===== config.mk =====
export PLATFORM = sky130hd
export DESIGN_NAME = rr_onehot_arbiter
export DESIGN_NICKNAME = d
export VERILOG_FILES = /design/src/rtl/arb_pkg.sv /design/src/rtl/rr_onehot_arbiter_pick.sv /design/src/rtl/rr_onehot_arbiter.sv
export SDC_FILE = /design/constraint.sdc
export NUM_CORES = 1
export LEC_CHECK = 0
export ABC_AREA = 1
export BUFFER_PORTS_ARGS = -buffer_cell sky130_fd_sc_hd__buf_2
export CAP_MARGIN = 20
export CORE_MARGIN = 2
export CORE_UTILIZATION = 55
export CTS_CLUSTER_DIAMETER = 150
export CTS_CLUSTER_SIZE = 28
export DETAILED_ROUTE_END_ITERATION = 8
export HOLD_SLACK_MARGIN = 0.02
export PLACE_DENSITY = 0.77
export REMOVE_ABC_BUFFERS = 1
export SETUP_SLACK_MARGIN = 0.5
export SKIP_LAST_GASP = 1
export SLEW_MARGIN = 20
export SYNTH_ARGS = -nofsm -noshare
export SYNTH_HDL_FRONTEND = slang
export SYNTH_HIERARCHICAL = 1
export SYNTH_SLANG_ARGS = --single-unit

===== constraint.sdc =====
create_clock -name clk -period 5.4 [get_ports clk]
set_input_delay 0 -clock clk [delete_from_list [all_inputs] [get_ports clk]]
set_output_delay 0 -clock clk [all_outputs]
set_load 0.02 [all_outputs]

===== src/rtl/arb_pkg.sv =====
// Shared constants and state encoding for the round-robin one-hot arbiter.
package arb_pkg;
    localparam int N_REQ = 4;
    localparam int PTR_W = 2;

    typedef enum logic {
        IDLE  = 1'b0,
        GRANT = 1'b1
    } state_t;
endpackage


===== src/rtl/rr_onehot_arbiter_pick.sv =====
// Rotate-priority picker: first set bit of eff searching from ptr upward, mod N_REQ.
// Latency: purely combinational.
// Backpressure: none; the caller decides when the result is consumed.
module rr_pick
    import arb_pkg::*;
(
    input  logic [N_REQ-1:0] eff,
    input  logic [PTR_W-1:0] ptr,
    output logic [N_REQ-1:0] onehot,
    output logic [PTR_W-1:0] idx,
    output logic             any
);
    logic [PTR_W-1:0] cand;

    // Walk the rotation backwards so the candidate closest to ptr is written last and wins.
    always_comb begin
        onehot = '0;
        idx    = '0;
        cand   = '0;
        any    = |eff;
        for (int k = N_REQ - 1; k >= 0; k--) begin
            cand = ptr + PTR_W'(k);
            if (eff[cand]) begin
                onehot = N_REQ'(1) << cand;
                idx    = cand;
            end
        end
    end
endmodule


===== src/rtl/rr_onehot_arbiter.sv =====
// Round-robin arbiter: sticky per-line pending flags, one registered one-hot grant at a time.
// Latency: request sampled at edge k is granted after edge k when idle and uncontended.
// Backpressure: grant holds while grant_ready is low; new events accumulate in pending.
module rr_onehot_arbiter
    import arb_pkg::*;
#(
    parameter int N_REQ = 4
) (
    input  logic             clk,
    input  logic             rst,
    input  logic [N_REQ-1:0] req,
    output logic [N_REQ-1:0] grant,
    output logic             grant_valid,
    input  logic             grant_ready,
    output logic [N_REQ-1:0] pending,
    output logic             drop
);
    state_t           state, state_nxt;
    logic [PTR_W-1:0] ptr, ptr_nxt;
    logic [PTR_W-1:0] gidx, gidx_nxt;
    logic [N_REQ-1:0] grant_nxt, pending_nxt;
    logic             grant_valid_nxt, drop_nxt;

    logic             hs;
    logic [N_REQ-1:0] eff;
    logic [PTR_W-1:0] pick_ptr;
    logic [N_REQ-1:0] pick_onehot;
    logic [PTR_W-1:0] pick_idx;
    logic             pick_any;

    assign hs       = (state == GRANT) && grant_valid && grant_ready;
    // The granted line's own pending bit is cleared at grant time, so any bit set there
    // now is a fresh re-request and must stay eligible.
    assign eff      = pending | req;
    assign pick_ptr = hs ? (gidx + PTR_W'(1)) : ptr;

    rr_pick u_pick (
        .eff    (eff),
        .ptr    (pick_ptr),
        .onehot (pick_onehot),
        .idx    (pick_idx),
        .any    (pick_any)
    );

    always_comb begin
        state_nxt       = state;
        ptr_nxt         = ptr;
        gidx_nxt        = gidx;
        grant_nxt       = grant;
        grant_valid_nxt = grant_valid;
        pending_nxt     = pending;
        drop_nxt        = |(req & pending);
        case (state)
            IDLE: begin
                if (pick_any) begin
                    state_nxt       = GRANT;
                    grant_nxt       = pick_onehot;
                    gidx_nxt        = pick_idx;
                    grant_valid_nxt = 1'b1;
                    pending_nxt     = eff & ~pick_onehot;
                end
            end
            GRANT: begin
                if (!hs) begin
                    pending_nxt = pending | req;
                end else begin
                    ptr_nxt = gidx + PTR_W'(1);
                    if (pick_any) begin
                        grant_nxt   = pick_onehot;
                        gidx_nxt    = pick_idx;
                        pending_nxt = eff & ~pick_onehot;
                    end else begin
                        state_nxt       = IDLE;
                        grant_nxt       = '0;
                        grant_valid_nxt = 1'b0;
                        pending_nxt     = '0;
                    end
                end
            end
            default: state_nxt = IDLE;
        endcase
    end

    always_ff @(posedge clk or posedge rst) begin
        if (rst) begin
            state       <= IDLE;
            ptr         <= '0;
            gidx        <= '0;
            grant       <= '0;
            grant_valid <= 1'b0;
            pending     <= '0;
            drop        <= 1'b0;
        end else begin
            state       <= state_nxt;
            ptr         <= ptr_nxt;
            gidx        <= gidx_nxt;
            grant       <= grant_nxt;
            grant_valid <= grant_valid_nxt;
            pending     <= pending_nxt;
            drop        <= drop_nxt;
        end
    end
endmodule


==> results of run 1 <==
path summary, 6_finish.rpt:
path | slack [ns] | end | from | depth (start not counted)
max | 2.23 | pending[1]$_DFFE_PP0P_ | grant_valid$_DFFE_PP0P_ | 17
min | 0.05 | grant_valid$_DFFE_PP0P_ | grant_ready | 3
max reg2reg | 2.23 | pending[1]$_DFFE_PP0P_ | grant_valid$_DFFE_PP0P_ | 17
min reg2reg | 0.51 | ptr[1]$_DFFE_PP0P_ | ptr[1]$_DFFE_PP0P_ | 2
max in group asynchronous | 4.72 | gidx[1]$_DFFE_PP0P_ | rst | 3
min in group asynchronous | 0.30 | grant_valid$_DFFE_PP0P_ | rst | 3
layout make-up:
type	count	area (um^2)	share of cell area, %
inverters	25	98.8	6.99
clock inverters	1	5.00	0.354
well taps	27	33.8	2.39
multi-input cells	136	731	51.7
repair buffers	23	148	10.4
clock buffers	3	22.5	1.59
flip-flops and latches	15	375	26.5
state kept, by name, summed over array words and instances (netlist names):
register and count:
state 1, grant_valid 1, ptr 2, pending 4, gidx 2, drop 1
grant 4
worst min-delay path: stages:
cell and delay [ns]:
buf_2 0.13, nand2_1 0.06, a22o_1 0.12
metal layers:
metal,GRT usage [%],up-vias,wire (um)
li1,-,610,-
met1,28.0,533,1190
met2,39.5,24,1270
met3,4.46,2,92
met4,4.05,0,14
met5,0,-,0
metrics by stage:
| stage | setup slack, ns | instance area (um^2) | total power [mW] | instances | utilization [%] |
|---|---|---|---|---|---|
| floorplan | 2.42 | 1200 | 0.154 | 176 | - |
| global placement | 2.40 | 1330 | 0.166 | 220 | 65.6 |
| detailed placement | 2.30 | 1330 | 0.168 | 220 | 65.6 |
| CTS | 2.27 | 1410 | 0.235 | 230 | 69.9 |
| global route | 1.84 | 1410 | 0.246 | 230 | 69.9 |
| finish | 2.23 | 1410 | 0.234 | 230 | 69.9 |
kinds of logic (layout without fill, tap and decap cells):
kind of cell | after synthesis | in the layout | synth area share (%)
AO/OA/AOI/OAI | 23 | 23 | 11.1
XOR/XNOR | 1 | 1 | 0.727
adder cells (fa/ha/maj) | 9 | 9 | 9.35
buffers and inverters | 25 | 52 | 8.20
flip-flops | 15 | 15 | 31.2
AND/OR/NAND/NOR | 103 | 103 | 39.5
cell usage in the layout, fill, tap and decap left out:
| cell type | Yosys | routed |
|---|---|---|
| nand2_2 | 5 | 5 |
| inv_4 | 2 | 2 |
| dfrtp_1 | 15 | 15 |
| dlygate4sd3_1 | 0 | 6 |
| clkinv_2 | 0 | 1 |
| or2_0 | 1 | 1 |
| nand4_1 | 2 | 2 |
| a21oi_4 | 1 | 1 |
| nor2_1 | 27 | 27 |
| or2_2 | 4 | 4 |
| nor2_2 | 2 | 2 |
| inv_1 | 19 | 19 |
| a21oi_1 | 9 | 9 |
| nand3_1 | 11 | 11 |
| nand2_1 | 45 | 45 |
| o21ai_1 | 3 | 3 |
| clkbuf_4 | 0 | 3 |
| a22o_1 | 1 | 1 |
| buf_4 | 0 | 1 |
| buf_2 | 0 | 16 |
| xnor2_1 | 1 | 1 |
| ha_1 | 9 | 9 |
| nand3_2 | 4 | 4 |
| o21ai_0 | 8 | 8 |
| inv_2 | 4 | 4 |
| nand2_4 | 2 | 2 |
| o21ai_2 | 1 | 1 |
power breakdown:
group	leakage, nW	internal, mW	switching (mW)	total (mW)
Clock	0.0177	0.0275	0.0379	0.0654
Combinational	0.565	0.0180	0.0323	0.0502
Sequential	0.172	0.116	0.00194	0.118
==> flow_metrics.tcl, run 1 <==
set metrics [dict create \
    worstPathArrival_ns 3.36 \
    ys_seq_area_share_pct 31.2 \
    grt_max_degree 16 \
    drt-total-wl_um 2560 \
    numCtsBuffers 3 \
    cellPowerDensity_mw_per_mm2 165 \
    clockRootBuffer "clkbuf_4" \
    grt_pass1_wl_um 4390 \
    synth_warnings 6 \
    initial_core_util_pct 59.6 \
    n_fill_cell 172 \
    cts_setup_buffers 0 \
    firstDrtPassIters 4 \
    synth_edf_count 0 \
    antenna_found_initial 0 \
    period_share_pct 58.8 \
    cts_resized 0 \
    place_congestion 0.927 \
    synth_top_area_share_pct 31.2 \
    cts.sinks 15 \
    fmax_ghz 0.315 \
    avgRoutedWirePerCell_um 11.1 \
    grt_pass1_vias 1064 \
    finClkSkew_ns 0.0116 \
    setup_viol 0 \
    crit_top_cell "nor2_1" \
    synth_seq_cells 15 \
    relSlewSlack_pct 44.2 \
    clockBufferDepth 2 \
    layout.nets 220 \
    htree_num_levels 1 \
    report.final.slew_viol_count 0 \
    max_stage_delay_ns 0.71 \
    path_buf_inv 4 \
    p_leak_nw 0.755 \
    path_class "reg2reg" \
    clk_pin_slew_ns 0.10 \
    critPathLaunchType "flop" \
    rsz0062_at_grt "no" \
    fin_crit_ns 3.17 \
    syn-cell-area_mm2 0.00120 \
    peakVddDrop_mv 0.139 \
    fp.dieW_um 50.8 \
    tns_ns 0 \
    cp-end-kind "flop" \
    cpLargestDelayFamily "simple AND/OR/NAND/NOR gates" \
    drt_first_iter_violations 31 \
    syn2layout_area_growth_pct 17.3 \
    tritoncts "yes" \
    drive_gt1_share_pct 22.7 \
    ys_top_cells_by_area "dfrtp_1 (31%), nand2_1 (14%), ha_1 (9.3%)" \
    crit_fanout 8 \
    track_usage_pct 22.2 \
    yosysMostFrequentCell "nand2_1" \
    postRouteAntennaNets 0 \
    synth_top_area_cell "dfrtp_1" \
    port_buffers 16 \
    pin_count 17 \
    rows 16 \
    yosysUniqueCellTypes 22 \
    ctsHoldBuffers 6 \
    via_per_inst 5.08 \
    cap_violations 0 \
    die_area_mm2 0.00258 \
    slowest_stage "o21ai_0" \
    grt_overflow_total 0 \
    status "finished, final reports clean" \
    hpwl_um 2050 \
    min_path_type "in2reg" \
    async_reset_ff_share_pct 100 \
    clock_latency_ns 0.29 \
    avgSynthCellArea_um2 6.85 \
    worst_slew_pin_slew_ns 0.828 \
    die-height_um 50.8 \
    core_mm2 0.00202 \
    ys_top_cells_by_count "nand2_1 (45), nor2_1 (27), inv_1 (19)" \
    finalHoldViolCount 0 \
    ys.flop_type "dfrtp_1" \
    synthCells 176 \
    cp_cell_sequence "nand3_2 -> o21ai_0 -> inv_1 -> ha_1 -> inv_1 -> nand3_2 -> nand2_4 -> inv_4 -> nand2_1 -> nor2_1 -> nor2_1 -> nor2_1 -> inv_1 -> nand2_1 -> nand2_1 -> nor2_1 -> nor2_1" \
    worstPathRequired_ns 5.59 \
    dr_total_vias 1169 \
    hold_slack_ns 0.0544 \
    remaining_drc_errors 0 \
    insertedDiodeCount 0 \
]
(Power assumes the default switching activity.)
==> run 2: changes to the inputs <==
- CORE_UTILIZATION: 55 -> 51
- PLACE_DENSITY: 0.77 -> 0.75
- clock period: 5.4 -> 2.9 ns (I/O delays scaled with it)
==> run 2 against run 1 <==
Net effect:
- count of clock-buffer cells in the layout stayed put
- hold slack worse by 0.032 ns
- fmax is 39% higher
- non-clock buffer count is 6 higher
- utilization is 2.3 points lower
- clock power is 82% higher
- register-to-register slack worse by 1.6 ns
- die area is 7.2% higher
- via count is 4.7% higher
- routed wire length is 17% higher
- final cell count is 3.0% higher
- global-route usage is 0.86 points higher
- largest power group unchanged
==> flow_metrics.tcl, run 2 (synthesis gave the netlist of run 1 again) <==
set metrics [dict create \
    status "finished, final reports clean" \
    avgRoutedWirePerCell_um 12.6 \
    finalHoldViolCount 0 \
    final_cell_mix "nand2_1 (44), nor2_1 (27), inv_1 (18)" \
    finClkSkew_ns 0.00396 \
    cp-end-kind "flop" \
    place_congestion 0.848 \
    grt_max_degree 16 \
    worst_slack_ns 0.616 \
    post-place-ws_ns 0.349 \
    hp-start "req[1]" \
    fin_crit_ns 2.28 \
    insertedDiodeCount 0 \
    worstPathArrival_ns 2.46 \
    postPlaceCellArea_mm2 0.00134 \
    drt_first_iter_violations 46 \
    final_util_pct 67.6 \
    relSlewSlack_pct 62.7 \
    port_buffers 16 \
    clk_pin_slew_ns 0.09 \
    track_usage_pct 23.1 \
    hold_slack_ns 0.0227 \
    p_comb_share_pct 23.2 \
    clockBufferDepth 2 \
    clock_latency_ns 0.28 \
    cellPowerDensity_mw_per_mm2 293 \
    clkPwrFrac_pct 26.9 \
    die_area_mm2 0.00277 \
    crit_top_cell "nor2_1" \
    slowest_stage "dfrtp_2" \
    period_share_pct 78.8 \
    path_class "reg2reg" \
    intPower_mw 0.304 \
    die-height_um 52.6 \
    initial_core_util_pct 53.9 \
    cap_violations 0 \
    grt_pass1_vias 1081 \
    n_fill_cell 187 \
    netSwitchingPower_mw 0.137 \
    r2r_setup_slack_ns 0.62 \
    syn2layout_area_growth_pct 25.3 \
    min_path_type "in2reg" \
    p_leak_nw 0.791 \
    layout.nets 226 \
    setup_viol 0 \
    drive_gt1_share_pct 29.2 \
    p_total_mw 0.442 \
    core_mm2 0.00223 \
    peakVddDrop_mv 0.259 \
    via_per_inst 5.16 \
    report.final.slew_viol_count 0 \
    htree_num_levels 1 \
    placed_cells 222 \
    hpwl_um 2130 \
    top_regs "grant (4), pending (4)" \
    remaining_drc_errors 0 \
    tritoncts "yes" \
    netSwitchingFraction_pct 31.1 \
    grt_pass1_wl_um 4730 \
    firstDrtPassIters 4 \
    crit_fanout 8 \
    clockRootBuffer "clkbuf_4" \
    fmax_ghz 0.438 \
    mostFrequentLayoutCell "nand2_1" \
    max_stage_delay_ns 0.45 \
    tns_ns 0 \
    final_cells 237 \
    worst_slew_pin_slew_ns 0.559 \
    grt_overflow_total 0 \
    fin_area_mm2 0.00151 \
    dr_total_vias 1224 \
    rows 17 \
    path_buf_inv 4 \
    postRouteAntennaNets 0 \
    critPathLaunchType "flop" \
    cpLargestDelayFamily "simple AND/OR/NAND/NOR gates" \
    fp.dieW_um 52.6 \
    numCtsBuffers 3 \
    rsz0062_at_grt "no" \
    pwr-share-seq_pct 49.9 \
    worstPathRequired_ns 3.08 \
    timing.rr.start "gidx[0]$_DFFE_PP0P_" \
    pin_count 17 \
    antenna_found_initial 0 \
    cts.sinks 15 \
    drt-total-wl_um 3000 \
    cp_cell_sequence "xnor2_2 -> o21ai_2 -> inv_2 -> ha_4 -> inv_1 -> nand3_2 -> nand2_4 -> inv_6 -> nand2_1 -> nor2_1 -> nor2_1 -> nor2_1 -> inv_1 -> nand2_1 -> nand2_1 -> nor2_1 -> nor2_1" \
    cp-startpoint "gidx[0]$_DFFE_PP0P_" \
]
-- run 2: cell types whose count changed in the layout (fill, tap and decap cells not counted), sizes merged --
cell and delta:
dlygate4sd3 -1, buf +7
-- run 2: power groups by stage --
stage / combinational [mW] / clock [mW] / sequential (mW)
final: 0.102 / 0.119 / 0.221
after global placement: 0.0873 / 0 / 0.224
after CTS: 0.0947 / 0.121 / 0.220
after floorplan: 0.0536 / 0 / 0.232
after global routing: 0.112 / 0.129 / 0.222
after detailed placement: 0.0886 / 0 / 0.224
-- run 2: routing by layer --
layer / up-vias / global-route usage (%) / wire, um
li1: 621 / - / -
met1: 562 / 28.5 / 1320
met2: 35 / 41.9 / 1540
met3: 6 / 2.57 / 99
met4: 0 / 6.41 / 38
met5: - / 0 / 0
-- run 2: layout make-up --
class	instances	area (um^2)	share of cell area (%)
timing repair buffer	29	190	12.6
tap	28	35.0	2.32
multi-input combinational	136	776	51.4
sequential	15	378	25.0
clock inverter	1	5.00	0.331
clock buffer	3	22.5	1.49
inverter	25	104	6.88
-- run 2: path summary, 6_finish.rpt --
check	endpoint	cells past startpoint
min in group asynchronous	grant[0]$_DFFE_PP0P_	3
max in group asynchronous	gidx[0]$_DFFE_PP0P_	3
max reg2reg	pending[1]$_DFFE_PP0P_	17
min reg2reg	grant[3]$_DFFE_PP0P_	2
max	pending[1]$_DFFE_PP0P_	17
min	pending[1]$_DFFE_PP0P_	3
-- run 2: tightest hold or removal path: stages --
cell	delay (ns)
buf_2	0.10
a21oi_1	0.06
nor2_1	0.10
-- run 2: what timing repair did --
action                                 4_1_cts  5_1_grt
setup endpoints to repair                    8        8
hold buffers                                 5        0
endpoints found under the hold margin       18        0
pin swaps                                    0        6
setup buffers                                1        5
gates resized for setup                      6        8
==> run 3: changes to the inputs <==
- CORE_UTILIZATION: 51 -> 55
- PLACE_DENSITY: 0.75 -> 0.77
- clock period: 2.9 -> 2.2 ns (I/O delays scaled with it)
==> run 3 against run 2 <==
Net effect:
- sequential power is 32% higher
- final cell count rose by 6.3%
- first-iteration DRC count increased by 17%
- critical path type unchanged
- hold slack gained 0.035 ns
- largest power group unchanged
- clock skew is 0.0026 ns lower
- non-clock buffer count rose by 16
==> flow_metrics.tcl, run 3 (synthesis gave the netlist of run 1 again) <==
set metrics [dict create \
    fin_crit_ns 2.16 \
    track_usage_pct 25.1 \
    p_leak_nw 0.875 \
    insertedDiodeCount 0 \
    holdPathEnd "grant_valid$_DFFE_PP0P_" \
    initial_core_util_pct 59.6 \
    fin_area_mm2 0.00167 \
    cts.sinks 15 \
    path_class "reg2reg" \
    pin_count 17 \
    max_stage_delay_ns 0.41 \
    cellPowerDensity_mw_per_mm2 373 \
    min_delay_path_depth 3 \
    firstDrtPassIters 4 \
    core_mm2 0.00202 \
    peakVddDrop_mv 0.339 \
    grt_pass1_vias 1199 \
    rsz0062_at_grt "yes" \
    clk_pin_slew_ns 0.10 \
    place_congestion 0.878 \
    crit_fanout 8 \
    min_path_type "in2reg" \
    antenna_found_initial 0 \
    status "finished, final reports clean" \
    cap_violations 0 \
    postPlaceCellArea_mm2 0.00137 \
    path_buf_inv 2 \
    top_regs "grant (4), pending (4)" \
    worst_slack_ns 0.0379 \
    cpLargestDelayFamily "simple AND/OR/NAND/NOR gates" \
    post-place-ws_ns -0.0972 \
    drt_first_iter_violations 54 \
    path_depth 16 \
    syn2layout_area_growth_pct 38.5 \
    grt_pass1_wl_um 4930 \
    die_area_mm2 0.00258 \
    finalHoldViolCount 0 \
    grt_overflow_total 0 \
    worst_slew_pin_slew_ns 0.580 \
    fp.dieW_um 50.8 \
    final_cell_mix "nand2_1 (40), nor2_1 (24), buf_4 (21)" \
    worstPathRequired_ns 2.38 \
    period_share_pct 98.3 \
    timing.rr.start "grant_valid$_DFFE_PP0P_" \
    clock_latency_ns 0.28 \
    mostFrequentLayoutCell "nand2_1" \
    avgRoutedWirePerCell_um 12.6 \
    rr_worst_depth 16 \
    port_buffers 16 \
    report.final.slew_viol_count 0 \
    tritoncts "yes" \
    remaining_drc_errors 0 \
    drive_gt1_share_pct 37.8 \
    dr_total_vias 1320 \
    htree_num_levels 1 \
    postRouteAntennaNets 0 \
    clockBufferDepth 2 \
    rows 16 \
    clockRootBuffer "clkbuf_4" \
    drt-total-wl_um 3180 \
    grt_max_degree 16 \
    r2r_setup_slack_ns 0.04 \
    cp-end-kind "flop" \
    relSlewSlack_pct 61.3 \
    layout.nets 242 \
    die-height_um 50.8 \
    critPathLaunchType "flop" \
    hpwl_um 2070 \
    n_fill_cell 136 \
    finClkSkew_ns 0.00131 \
    via_per_inst 5.24 \
    rr_endpoint "pending[0]$_DFFE_PP0P_" \
    slowest_stage "dfrtp_1" \
    setup_viol 0 \
    cp_cell_sequence "nand3_4 -> nand2_2 -> o21ai_4 -> buf_6 -> o21ai_1 -> nand2_1 -> nand2_4 -> nand3_1 -> nand2_1 -> nor2_1 -> nor2_1 -> inv_1 -> nand2_1 -> nand2_1 -> nor2_1 -> nor2_1" \
    hp-start "grant_ready" \
    numCtsBuffers 3 \
    worstPathArrival_ns 2.35 \
    fmax_ghz 0.463 \
]
## run 3: layer usage
metal	GRT usage [%]	vias to the layer above	share of wire (%)
met3	4.17	8	5.7
met1	32.3	595	44
met4	7.21	0	1.4
met5	0	-	0
met2	43.0	60	48
li1	-	657	-
## run 3: worst max-delay path by stage
stage,start,endpoint,slack (ns)
global route,state$_DFF_PP0_,pending[1]$_DFFE_PP0P_,-0.12
global placement,gidx[0]$_DFFE_PP0P_,pending[1]$_DFFE_PP0P_,-0.04
finish,grant_valid$_DFFE_PP0P_,pending[0]$_DFFE_PP0P_,0.04
floorplan,grant_valid$_DFFE_PP0P_,pending[1]$_DFFE_PP0P_,-0.78
CTS,gidx[0]$_DFFE_PP0P_,pending[1]$_DFFE_PP0P_,0.06
detailed placement,gidx[0]$_DFFE_PP0P_,grant[1]$_DFFE_PP0P_,-0.1
## run 3: worst reg2reg max path: stages, from the launching register on
cell	delay, ns
dfrtp_1	0.41
nand3_4	0.13
nand2_2	0.11
o21ai_4	0.07
buf_6	0.13
o21ai_1	0.24
nand2_1	0.16
nand2_4	0.13
nand3_1	0.10
nand2_1	0.09
nor2_1	0.05
nor2_1	0.09
inv_1	0.08
nand2_1	0.07
nand2_1	0.05
nor2_1	0.10
nor2_1	0.05
## run 3: report_power, final
| part | total [mW] | internal [mW] | switching (mW) |
|---|---|---|---|
| combinational | 0.168 | 0.0710 | 0.0970 |
| sequential | 0.291 | 0.286 | 0.00506 |
| clock | 0.164 | 0.0675 | 0.0960 |
## run 3: cell type report
type,count,area [um^2],area share (%)
Clock buffer,3,22.5,1.35
Clock inverter,1,5.00,0.300
Inverter,25,101,6.07
Multi-Input combinational cell,136,811,48.6
Sequential cell,15,375,22.5
Tap cell,27,33.8,2.02
Timing Repair Buffer,45,320,19.2
## run 3: stage by stage
stage               power [mW]  utilization [%]  hold WS (ns)  TNS [ns]  cells
floorplan                0.377                -       -0.0985     -6.97    176
global placement         0.412             67.8        0.0673    -0.119    226
detailed placement       0.414             67.8        0.0824    -0.482    226
CTS                      0.598             76.9        0.0471         0    245
global route             0.650             82.5        0.0603    -0.588    252
finish                   0.622             82.5        0.0580         0    252
## run 3: what timing repair did
item,CTS,global route
buffers inserted,9,7
resized for setup,11,19
pin swaps,18,15
endpoints found under the hold margin,20,0
gates cloned,0,0
endpoints found under the setup margin,11,11
hold buffers,6,0
